## src/rtl/riscv_core_arb4_if.sv

```systemverilog
// riscv_core_arb4_if: request/grant bundle between four requesters and the
// shared-resource arbiter. Requesters drive the master side; the arbiter
// sits on the slave side.
interface riscv_core_arb4_if;
    logic [3:0] i_arb_req;
    logic       i_arb_done;
    logic [3:0] o_arb_gnt;
    logic [1:0] o_arb_sel;
    logic       o_arb_busy;
    logic       o_arb_timeout;

    modport master (
        output i_arb_req,
        output i_arb_done,
        input  o_arb_gnt,
        input  o_arb_sel,
        input  o_arb_busy,
        input  o_arb_timeout
    );

    modport slave (
        input  i_arb_req,
        input  i_arb_done,
        output o_arb_gnt,
        output o_arb_sel,
        output o_arb_busy,
        output o_arb_timeout
    );
endinterface

```

## src/rtl/riscv_core_arb4.sv

```systemverilog
// riscv_core_arb4: 4-way round-robin arbiter for a shared datapath resource.
// Ownership is held until the owner signals done; the next winner is granted
// on the following cycle with no bubble. All outputs are registered.
// Optional watchdog: define RISCV_CORE_ARB_WATCHDOG_EN to force a release after
// TIMEOUT_CYCLES owned cycles without done (o_arb_timeout pulses once).
module riscv_core_arb4 #(
    parameter int XLEN           = 64,
    parameter int TIMEOUT_CYCLES = 255
) (
    input  logic                i_clk,
    input  logic                i_rst,
    riscv_core_arb4_if.slave    arb
);

    if (XLEN < 1 || TIMEOUT_CYCLES < 1 || TIMEOUT_CYCLES > 65535) begin : g_bad_params
        $error("riscv_core_arb4: XLEN or TIMEOUT_CYCLES out of range");
    end

    typedef enum logic {
        ST_IDLE  = 1'b0,
        ST_OWNED = 1'b1
    } state_t;

    state_t     state_q, state_d;
    logic [1:0] ptr_q, ptr_d;
    logic [3:0] gnt_q, gnt_d;
    logic [1:0] sel_q, sel_d;
    logic       busy_q, busy_d;
    logic       timeout_q, timeout_d;

    logic       wd_expire;
    logic [2:0] pick;

`ifdef RISCV_CORE_ARB_WATCHDOG_EN
    localparam logic [15:0] WD_LAST = 16'(TIMEOUT_CYCLES - 1);
    logic [15:0] wd_cnt_q, wd_cnt_d;

    // Limit is reached on the owned cycle whose increment would hit TIMEOUT_CYCLES.
    assign wd_expire = (wd_cnt_q == WD_LAST);
`else
    assign wd_expire = 1'b0;
`endif

    // Round-robin search: base+1, base+2, base+3, base. Since base is the last
    // owner, a releasing owner naturally ranks last. Returns {found, index}.
    function automatic logic [2:0] rr_pick(input logic [3:0] req, input logic [1:0] base);
        logic [2:0] res;
        logic [1:0] idx;
        res = '0;
        for (int unsigned i = 1; i <= 4; i++) begin
            idx = base + 2'(i);
            if (!res[2] && req[idx]) begin
                res = {1'b1, idx};
            end
        end
        return res;
    endfunction

    assign pick = rr_pick(arb.i_arb_req, ptr_q);

    // Next-state and registered-output computation.
    always_comb begin
        state_d   = state_q;
        ptr_d     = ptr_q;
        gnt_d     = gnt_q;
        sel_d     = sel_q;
        busy_d    = busy_q;
        timeout_d = 1'b0;
`ifdef RISCV_CORE_ARB_WATCHDOG_EN
        wd_cnt_d  = wd_cnt_q;
`endif

        unique case (state_q)
            ST_IDLE: begin
                if (pick[2]) begin
                    state_d = ST_OWNED;
                    ptr_d   = pick[1:0];
                    sel_d   = pick[1:0];
                    gnt_d   = 4'b0001 << pick[1:0];
                    busy_d  = 1'b1;
`ifdef RISCV_CORE_ARB_WATCHDOG_EN
                    wd_cnt_d = '0;
`endif
                end
            end
            ST_OWNED: begin
                if (arb.i_arb_done || wd_expire) begin
                    timeout_d = !arb.i_arb_done;
                    if (pick[2]) begin
                        ptr_d  = pick[1:0];
                        sel_d  = pick[1:0];
                        gnt_d  = 4'b0001 << pick[1:0];
                        busy_d = 1'b1;
`ifdef RISCV_CORE_ARB_WATCHDOG_EN
                        wd_cnt_d = '0;
`endif
                    end else begin
                        state_d = ST_IDLE;
                        gnt_d   = '0;
                        busy_d  = 1'b0;
                    end
                end else begin
`ifdef RISCV_CORE_ARB_WATCHDOG_EN
                    wd_cnt_d = wd_cnt_q + 16'd1;
`endif
                end
            end
            default: begin
                state_d = ST_IDLE;
                gnt_d   = '0;
                busy_d  = 1'b0;
            end
        endcase
    end

    // State and output registers with synchronous reset.
    always_ff @(posedge i_clk) begin
        if (i_rst) begin
            state_q   <= ST_IDLE;
            ptr_q     <= 2'd3;
            gnt_q     <= '0;
            sel_q     <= '0;
            busy_q    <= 1'b0;
            timeout_q <= 1'b0;
`ifdef RISCV_CORE_ARB_WATCHDOG_EN
            wd_cnt_q  <= '0;
`endif
        end else begin
            state_q   <= state_d;
            ptr_q     <= ptr_d;
            gnt_q     <= gnt_d;
            sel_q     <= sel_d;
            busy_q    <= busy_d;
            timeout_q <= timeout_d;
`ifdef RISCV_CORE_ARB_WATCHDOG_EN
            wd_cnt_q  <= wd_cnt_d;
`endif
        end
    end

    assign arb.o_arb_gnt     = gnt_q;
    assign arb.o_arb_sel     = sel_q;
    assign arb.o_arb_busy    = busy_q;
    assign arb.o_arb_timeout = timeout_q;

endmodule
```

## src/flat_wrapper.sv

```systemverilog
// flat-port wrapper written by rule: the top's interface ports become plain ports
module riscv_core_arb4_flat 
#(
    parameter int XLEN           = 64,
    parameter int TIMEOUT_CYCLES = 255
)
  (i_clk, i_rst, arb_i_arb_req, arb_i_arb_done, arb_o_arb_gnt, arb_o_arb_sel, arb_o_arb_busy, arb_o_arb_timeout);
  riscv_core_arb4_if arb_i ();
  input  logic i_clk;
  input  logic i_rst;
  input wire logic [$bits(arb_i.i_arb_req)-1:0] arb_i_arb_req;
  input wire logic [$bits(arb_i.i_arb_done)-1:0] arb_i_arb_done;
  output wire logic [$bits(arb_i.o_arb_gnt)-1:0] arb_o_arb_gnt;
  output wire logic [$bits(arb_i.o_arb_sel)-1:0] arb_o_arb_sel;
  output wire logic [$bits(arb_i.o_arb_busy)-1:0] arb_o_arb_busy;
  output wire logic [$bits(arb_i.o_arb_timeout)-1:0] arb_o_arb_timeout;
  assign arb_i.i_arb_req = arb_i_arb_req;
  assign arb_i.i_arb_done = arb_i_arb_done;
  assign arb_o_arb_gnt = arb_i.o_arb_gnt;
  assign arb_o_arb_sel = arb_i.o_arb_sel;
  assign arb_o_arb_busy = arb_i.o_arb_busy;
  assign arb_o_arb_timeout = arb_i.o_arb_timeout;
  riscv_core_arb4 #(.XLEN(XLEN), .TIMEOUT_CYCLES(TIMEOUT_CYCLES)) u_core (.i_clk(i_clk), .i_rst(i_rst), .arb(arb_i));
endmodule
```

## config.mk

```make
export PLATFORM = sky130hd
export DESIGN_NAME = riscv_core_arb4_flat
export DESIGN_NICKNAME = d
export VERILOG_FILES = /design/src/rtl/riscv_core_arb4_if.sv /design/src/rtl/riscv_core_arb4.sv /design/src/flat_wrapper.sv
export SDC_FILE = /design/constraint.sdc
export NUM_CORES = 1
export LEC_CHECK = 0
export CORE_AREA = 5 5 42 44
export DETAILED_ROUTE_END_ITERATION = 6
export DIE_AREA = 0 0 47 49
export PLACE_DENSITY_LB_ADDON = 0.1
export SLEW_MARGIN = 20
export SYNTH_ARGS = -nofsm -noshare
export SYNTH_HDL_FRONTEND = slang
export SYNTH_SLANG_ARGS = --single-unit
```

## constraint.sdc

```tcl
create_clock -name i_clk -period 1.25 [get_ports i_clk]
set_input_delay 0.375 -clock i_clk [delete_from_list [all_inputs] [get_ports i_clk]]
set_output_delay 0.375 -clock i_clk [all_outputs]
set_load 0.02 [all_outputs]
```

* Yosys cells after proc, flatten, opt, wreduce, memory -nomap -nowiden
Cells that the tools add are included.
** Word-level totals
- Output and inout port bits :: 8
- Bits of input ports :: 7
- Register bits :: 11
- Word-level logic and storage cells :: 55
** Operators by class
- Multiplexer cells :: 28
- $add $sub $neg :: 3
- Order comparisons :: 4
- Reductions and logical operators :: 9
- Shift operators :: 1
- Bitwise gates (word level) :: 2
- Equal/unequal tests :: 2
** Operators by type and width (count)
- less-than comparator 2 x 3 -> 1 bit, second input constant :: 4
- 2-to-1 mux 3 bit :: 4
- 2-to-1 mux 4 bit :: 3
- binary-select mux 1 bit (select 2 bit) :: 4
- 2-to-1 mux 1 bit :: 8
- 2-to-1 mux 2 bit :: 4
- one-hot mux 2 bit (2 select lines) :: 2
- one-hot mux 4 bit (2 select lines) :: 1
- adder 2 bit, second input constant :: 2
- logical NOT 1 bit :: 4
- one-hot mux 1 bit (2 select lines) :: 2
- left shift 1 x 2 -> 4 bit, first input constant :: 1
- logical AND 1 bit :: 3
- OR reduction 3 bit :: 1
- adder 2 x 1 -> 2 bit, second input constant :: 1
- inequality test 2 x 1 -> 1 bit, second input constant :: 1
- inequality test 2 bit, second input constant :: 1
- NOT 1 bit :: 2
- AND reduction 2 bit :: 1

* Logic depth before layout (Yosys ltp)
- Depth in word-level cells :: 17
- Gate-level depth with buffers :: 4
- Depth with buffers taken out :: 4

* Worst setup path before layout
No wires, ideal clock.
- Path kind :: input -> register
- Start point :: input port arb_i_arb_req[1]
- End point :: register u_core.gnt_q[2] (netlist: u_core.arb.o_arb_gnt[2])
- Stages :: 4
- Arrival time :: 1.225 ns
- Library setup time :: 0.084 ns
- Data required time :: 1.166 ns
- Path slack :: -0.059 ns
- Path through :: or4_4 > o21ai_2 > nand3b_1 > o31ai_2
** On the way
- Longest elaborated chain between the ends :: 16
- Elaborated cells on any way between the ends :: 25
** Ends and longest elaborated chain
- start, declared :: line flat_wrapper.sv:11 : input wire logic [$bits(arb_i.i_arb_req)-1:0] arb_i_arb_req;
- binary-select mux 1 bit (select 2 bit) :: line riscv_core_arb4.sv:52 : if (!res[2] && req[idx]) begin
- 2-to-1 mux 1 bit (implied by the code) :: line riscv_core_arb4.sv:52
- 2-to-1 mux 3 bit :: line riscv_core_arb4.sv:52
- logical NOT 1 bit :: line riscv_core_arb4.sv:52
- logical AND 1 bit :: line riscv_core_arb4.sv:52
- 2-to-1 mux 3 bit :: line riscv_core_arb4.sv:52
- logical NOT 1 bit :: line riscv_core_arb4.sv:52
- logical AND 1 bit :: line riscv_core_arb4.sv:52
- 2-to-1 mux 3 bit :: line riscv_core_arb4.sv:52
- logical NOT 1 bit :: line riscv_core_arb4.sv:52
- logical AND 1 bit :: line riscv_core_arb4.sv:52
- 2-to-1 mux 3 bit * :: line riscv_core_arb4.sv:52
- left shift 1 x 2 -> 4 bit :: line riscv_core_arb4.sv:79, riscv_core_arb4.sv:92
- 2-to-1 mux 4 bit :: line riscv_core_arb4.sv:89 : if (pick[2]) begin
- 2-to-1 mux 4 bit :: line riscv_core_arb4.sv:87 : if (arb.i_arb_done || wd_expire) begin
- one-hot mux 4 bit (2 select lines) :: line riscv_core_arb4.sv:73 : unique case (state_q)
- end signal, assigned :: line riscv_core_arb4.sv:131 : gnt_q <= gnt_d;
- end, declared :: line riscv_core_arb4.sv:26 : logic [3:0] gnt_q, gnt_d;
Every way passes the cells marked *; elsewhere a longest branch is shown, timed or not. The select of a mux whose other input is x is not followed.
A chain may end at the register's enable or synchronous reset.

* Worst setup path in the final report
- Start point :: register u_core.ptr_q[1]
- End point :: register u_core.gnt_q[2] (netlist: u_core.arb.o_arb_gnt[2])
** On the way
- Longest elaborated chain between the ends :: 17
- Elaborated cells on any way between the ends :: 28
** Ends and longest elaborated chain
- start, declared :: line riscv_core_arb4.sv:25 : logic [1:0] ptr_q, ptr_d;
- start signal, assigned :: line riscv_core_arb4.sv:130 : ptr_q <= ptr_d;
- adder 2 x 1 -> 2 bit :: line riscv_core_arb4.sv:51 : idx = base + 2'(i);
- binary-select mux 1 bit (select 2 bit) :: line riscv_core_arb4.sv:52
- 2-to-1 mux 1 bit (implied by the code) :: line riscv_core_arb4.sv:52
- 2-to-1 mux 3 bit :: line riscv_core_arb4.sv:52
- logical NOT 1 bit :: line riscv_core_arb4.sv:52
- logical AND 1 bit :: line riscv_core_arb4.sv:52
- 2-to-1 mux 3 bit :: line riscv_core_arb4.sv:52
- logical NOT 1 bit :: line riscv_core_arb4.sv:52
- logical AND 1 bit :: line riscv_core_arb4.sv:52
- 2-to-1 mux 3 bit :: line riscv_core_arb4.sv:52
- logical NOT 1 bit :: line riscv_core_arb4.sv:52
- logical AND 1 bit :: line riscv_core_arb4.sv:52
- 2-to-1 mux 3 bit * :: line riscv_core_arb4.sv:52
- left shift 1 x 2 -> 4 bit :: line riscv_core_arb4.sv:79, riscv_core_arb4.sv:92
- 2-to-1 mux 4 bit :: line riscv_core_arb4.sv:89
- 2-to-1 mux 4 bit :: line riscv_core_arb4.sv:87
- one-hot mux 4 bit (2 select lines) :: line riscv_core_arb4.sv:73
Marks and branches as above.

==> flow_summary_export.csv <==
group,metric,value,unit
placed_design,port_buffers,14,
grt,grt_pass1_wl,2170,um
timing,rsz0062_at_grt,"true",
logic_synthesis,syn_area,497,um2
grt,grt_pass1_vias,481,
worst_setup_path,cp_slowest_cell,"dfxtp_4",
worst_setup_path,end_kind,"flip-flop",
timing,skew,0.00702,ns
grt,grt_overflow,0,
logic_synthesis,synth.most_common_cell,"dfxtp_1",
clock_network,clkLatencyLatePin,0.28,ns
logic_synthesis,async_reset_ff_share,0,%
drt,drt-initial-drc-count,3,
logic_synthesis,synth_top_area_share,44.3,%
logic_synthesis,synthTopCellsByCount,"dfxtp_1, a21oi_1, nand3b_1, nor2_1, o21ai_0",
clock_network,cts.sinks,11,
finish,final_nets,87,
logic_synthesis,yosysWarningCount,0,
logic_synthesis,synth_edf_count,0,
clock_network,hold_buffers,0,
drt,ant_nets,0,
finish,register_area,225,um2
drt,totalWireLength,1200,um
worst_setup_path,cp_num_buf_inv,0,
logic_synthesis,synth_area_leaders,"dfxtp_1, nand3b_1, a21oi_1",
clock_network,cts_root_buffer,"clkbuf_4",
logic_synthesis,yosysSeqAreaShare,44.3,%
finish,antennaDiodeCount,0,
worst_setup_path,critPathKind,"reg -> reg",
drt,vias,476,
worst_setup_path,crit_path_start_kind,"flip-flop",
pwr,peakVddDrop,563,uV
timing,slew_violations,0,
die,die_y,49,um
flow_run,drv_cap,0,
worst_setup_path,path_max_fanout,7,
worst_setup_path,r2r_cells,4,
die,io-pin-count,15,
pwr,fin_total_pwr,0.861,mW
clock_network,cts_buffer_depth,2,
pwr,cellPowerDensity,1220,mW/mm2
drt,wl_per_cell,12.7,um
worst_hold_path,whs_path_depth,2,
timing,fin_crit_sh,101,%
die,fp-row-count,14,
worst_setup_path,max_stage_delay,0.39,ns
worst_setup_path,arrival,1.45,ns
finish,final-instance-count-excl-fill,95,
clock_network,cts_buffers,3,
worst_setup_path,crit_chain,"and3b_1 -> nor3_1 -> or3_4 -> o31ai_2",
logic_synthesis,synthCells,54,
die,dieArea,0.00230,mm2
drt,drt-pass1-iter-count,4,
timing,fin_ws,-0.00776,ns
grt,grt_max_degree,13,
status,violations,"negative setup slack",
clock_network,cts.htree.levels,1,
timing,layout_min_cycle_time,1.26,ns
logic_synthesis,yosysUniqueCellTypes,23,
worst_setup_path,required,1.44,ns
worst_setup_path,r2r_setup_slack,-0.008,ns
logic_synthesis,synth.avg_cell_area,9.20,um2
finish,drive_above_1_share,41.8,%
timing,fin_tns_setup,-0.0128,ns
placed_design,dp_cells,91,
timing,hold_viol,0,
clock_network,path_clk_slew,0.08,ns
finish,fill_cells,148,
timing,finalSetupViolCount,2,
drt,drc,0,
die,initial_core_util,35.4,%
drt,drt-vias-per-instance,5.01,
status,status,"complete, but fails checks",
die,coreArea,0.00140,mm2
placed_design,place_area,727,um2
pwr,leakage,0.309,nW
die,dieWidth,47,um
logic_synthesis,synth_seq_cells,11,
finish,fin_area,707,um2
logic_synthesis,synth_nets,61,
worst_setup_path,cp_top_family,"simple AND/OR/NAND/NOR gates",
placed_design,gp_congestion,0.765,
placed_design,dpl.hpwl,883,um
grt,grt_usage,13.0,%
grt,antenna_found_initial,0,
timing,fmax,795,MHz
worst_setup_path,cp.depth,4,
clock_network,cts_tree,"built",
finish,multi_input_area,290,um2
worst_hold_path,hp-class,"in -> reg",
logic_synthesis,yosys.area.top_type,"dfxtp_1",
logic_synthesis,ys.flop_type,"dfxtp_1",
finish,syn2layout_area_growth,42.3,%
where the power goes:
part	internal (mW)	total (mW)	switching, mW
Clock	0.124	0.254	0.130
Sequential	0.384	0.405	0.0210
Combinational	0.0926	0.203	0.110
timing repair:
| item | 4_1_cts | 5_1_grt |
|---|---|---|
| buffers inserted | 0 | 0 |
| endpoints found under the hold margin | 0 | 0 |
| endpoints found under the setup margin | 18 | 10 |
| cloned | 0 | 0 |
| resized for setup | 48 | 5 |
| pin swaps | 4 | 0 |
metal layers:
metal  GRT usage [%]  routed length [um]  vias to the layer above
met5               0                   0                        -
met1            17.1                 550                      210
met4            6.91                  28                        0
li1                -                   -                      247
met2            18.1                 531                       16
met3            4.43                  94                        3
worst reg2reg max path, stage by stage, from the launching register on:
cell	delay [ns]
dfxtp_4	0.39
and3b_1	0.16
nor3_1	0.06
or3_4	0.36
o31ai_2	0.21
placed cells by master (no fill, tap or decap), drive strengths merged, types with 2 or more instances in the layout:
cell type | netlist | layout
buf | 0 | 18
dfxtp | 11 | 11
a21oi | 5 | 5
o21ai | 5 | 5
clkbuf | 1 | 5
nand3b | 4 | 4
nor2 | 4 | 4
nor3 | 3 | 3
nand2b | 3 | 3
nand2 | 3 | 3
nor2b | 2 | 2
o31ai | 2 | 2
path summary, 6_finish.rpt:
path	from	end
max	u_core.ptr_q[1]	u_core.arb.o_arb_gnt[2]
min	arb_i_arb_done	u_core.arb.o_arb_busy
max reg2reg	u_core.ptr_q[1]	u_core.arb.o_arb_gnt[2]
min reg2reg	u_core.arb.o_arb_sel[0]	u_core.arb.o_arb_sel[0]
stage by stage:
stage / setup WS, ns / utilization, % / hold slack, ns
finish: -0.00776 / 50.4 / 0.460
global route: -0.0766 / 50.4 / 0.485
CTS: 0.00165 / 52.0 / 0.455
detailed placement: -0.620 / 51.9 / 0.494
global placement: -0.605 / 51.9 / 0.490
floorplan: -0.0549 / - / 0.484
sequential cells by signal, indices dropped and copies added, names as in the netlist:
signal                    count
u_core.arb.o_arb_gnt          4
u_core.arb.o_arb_sel          2
u_core.ptr_q                  2
u_core.arb.o_arb_busy         1
u_core.arb.o_arb_timeout      1
u_core.state_q                1
final cells by class:
cell class / count / share of cell area [%]
multi-input combinational: 42 / 41.1
sequential: 11 / 31.9
timing repair buffer: 22 / 20.5
clock buffer: 4 / 3.72
tap: 16 / 2.83
logic make-up (layout without fill, tap and decap cells):
logic type	after synthesis	count (layout)	share of synthesized area (%)
mux	1	1	2.02
flops	11	11	44.3
buf+inv	1	26	0.755
other cells	1	1	0.755
simple gates	23	23	28.2
compound gates	17	17	23.9
Note: power is estimated with default switching activity, not from simulation.
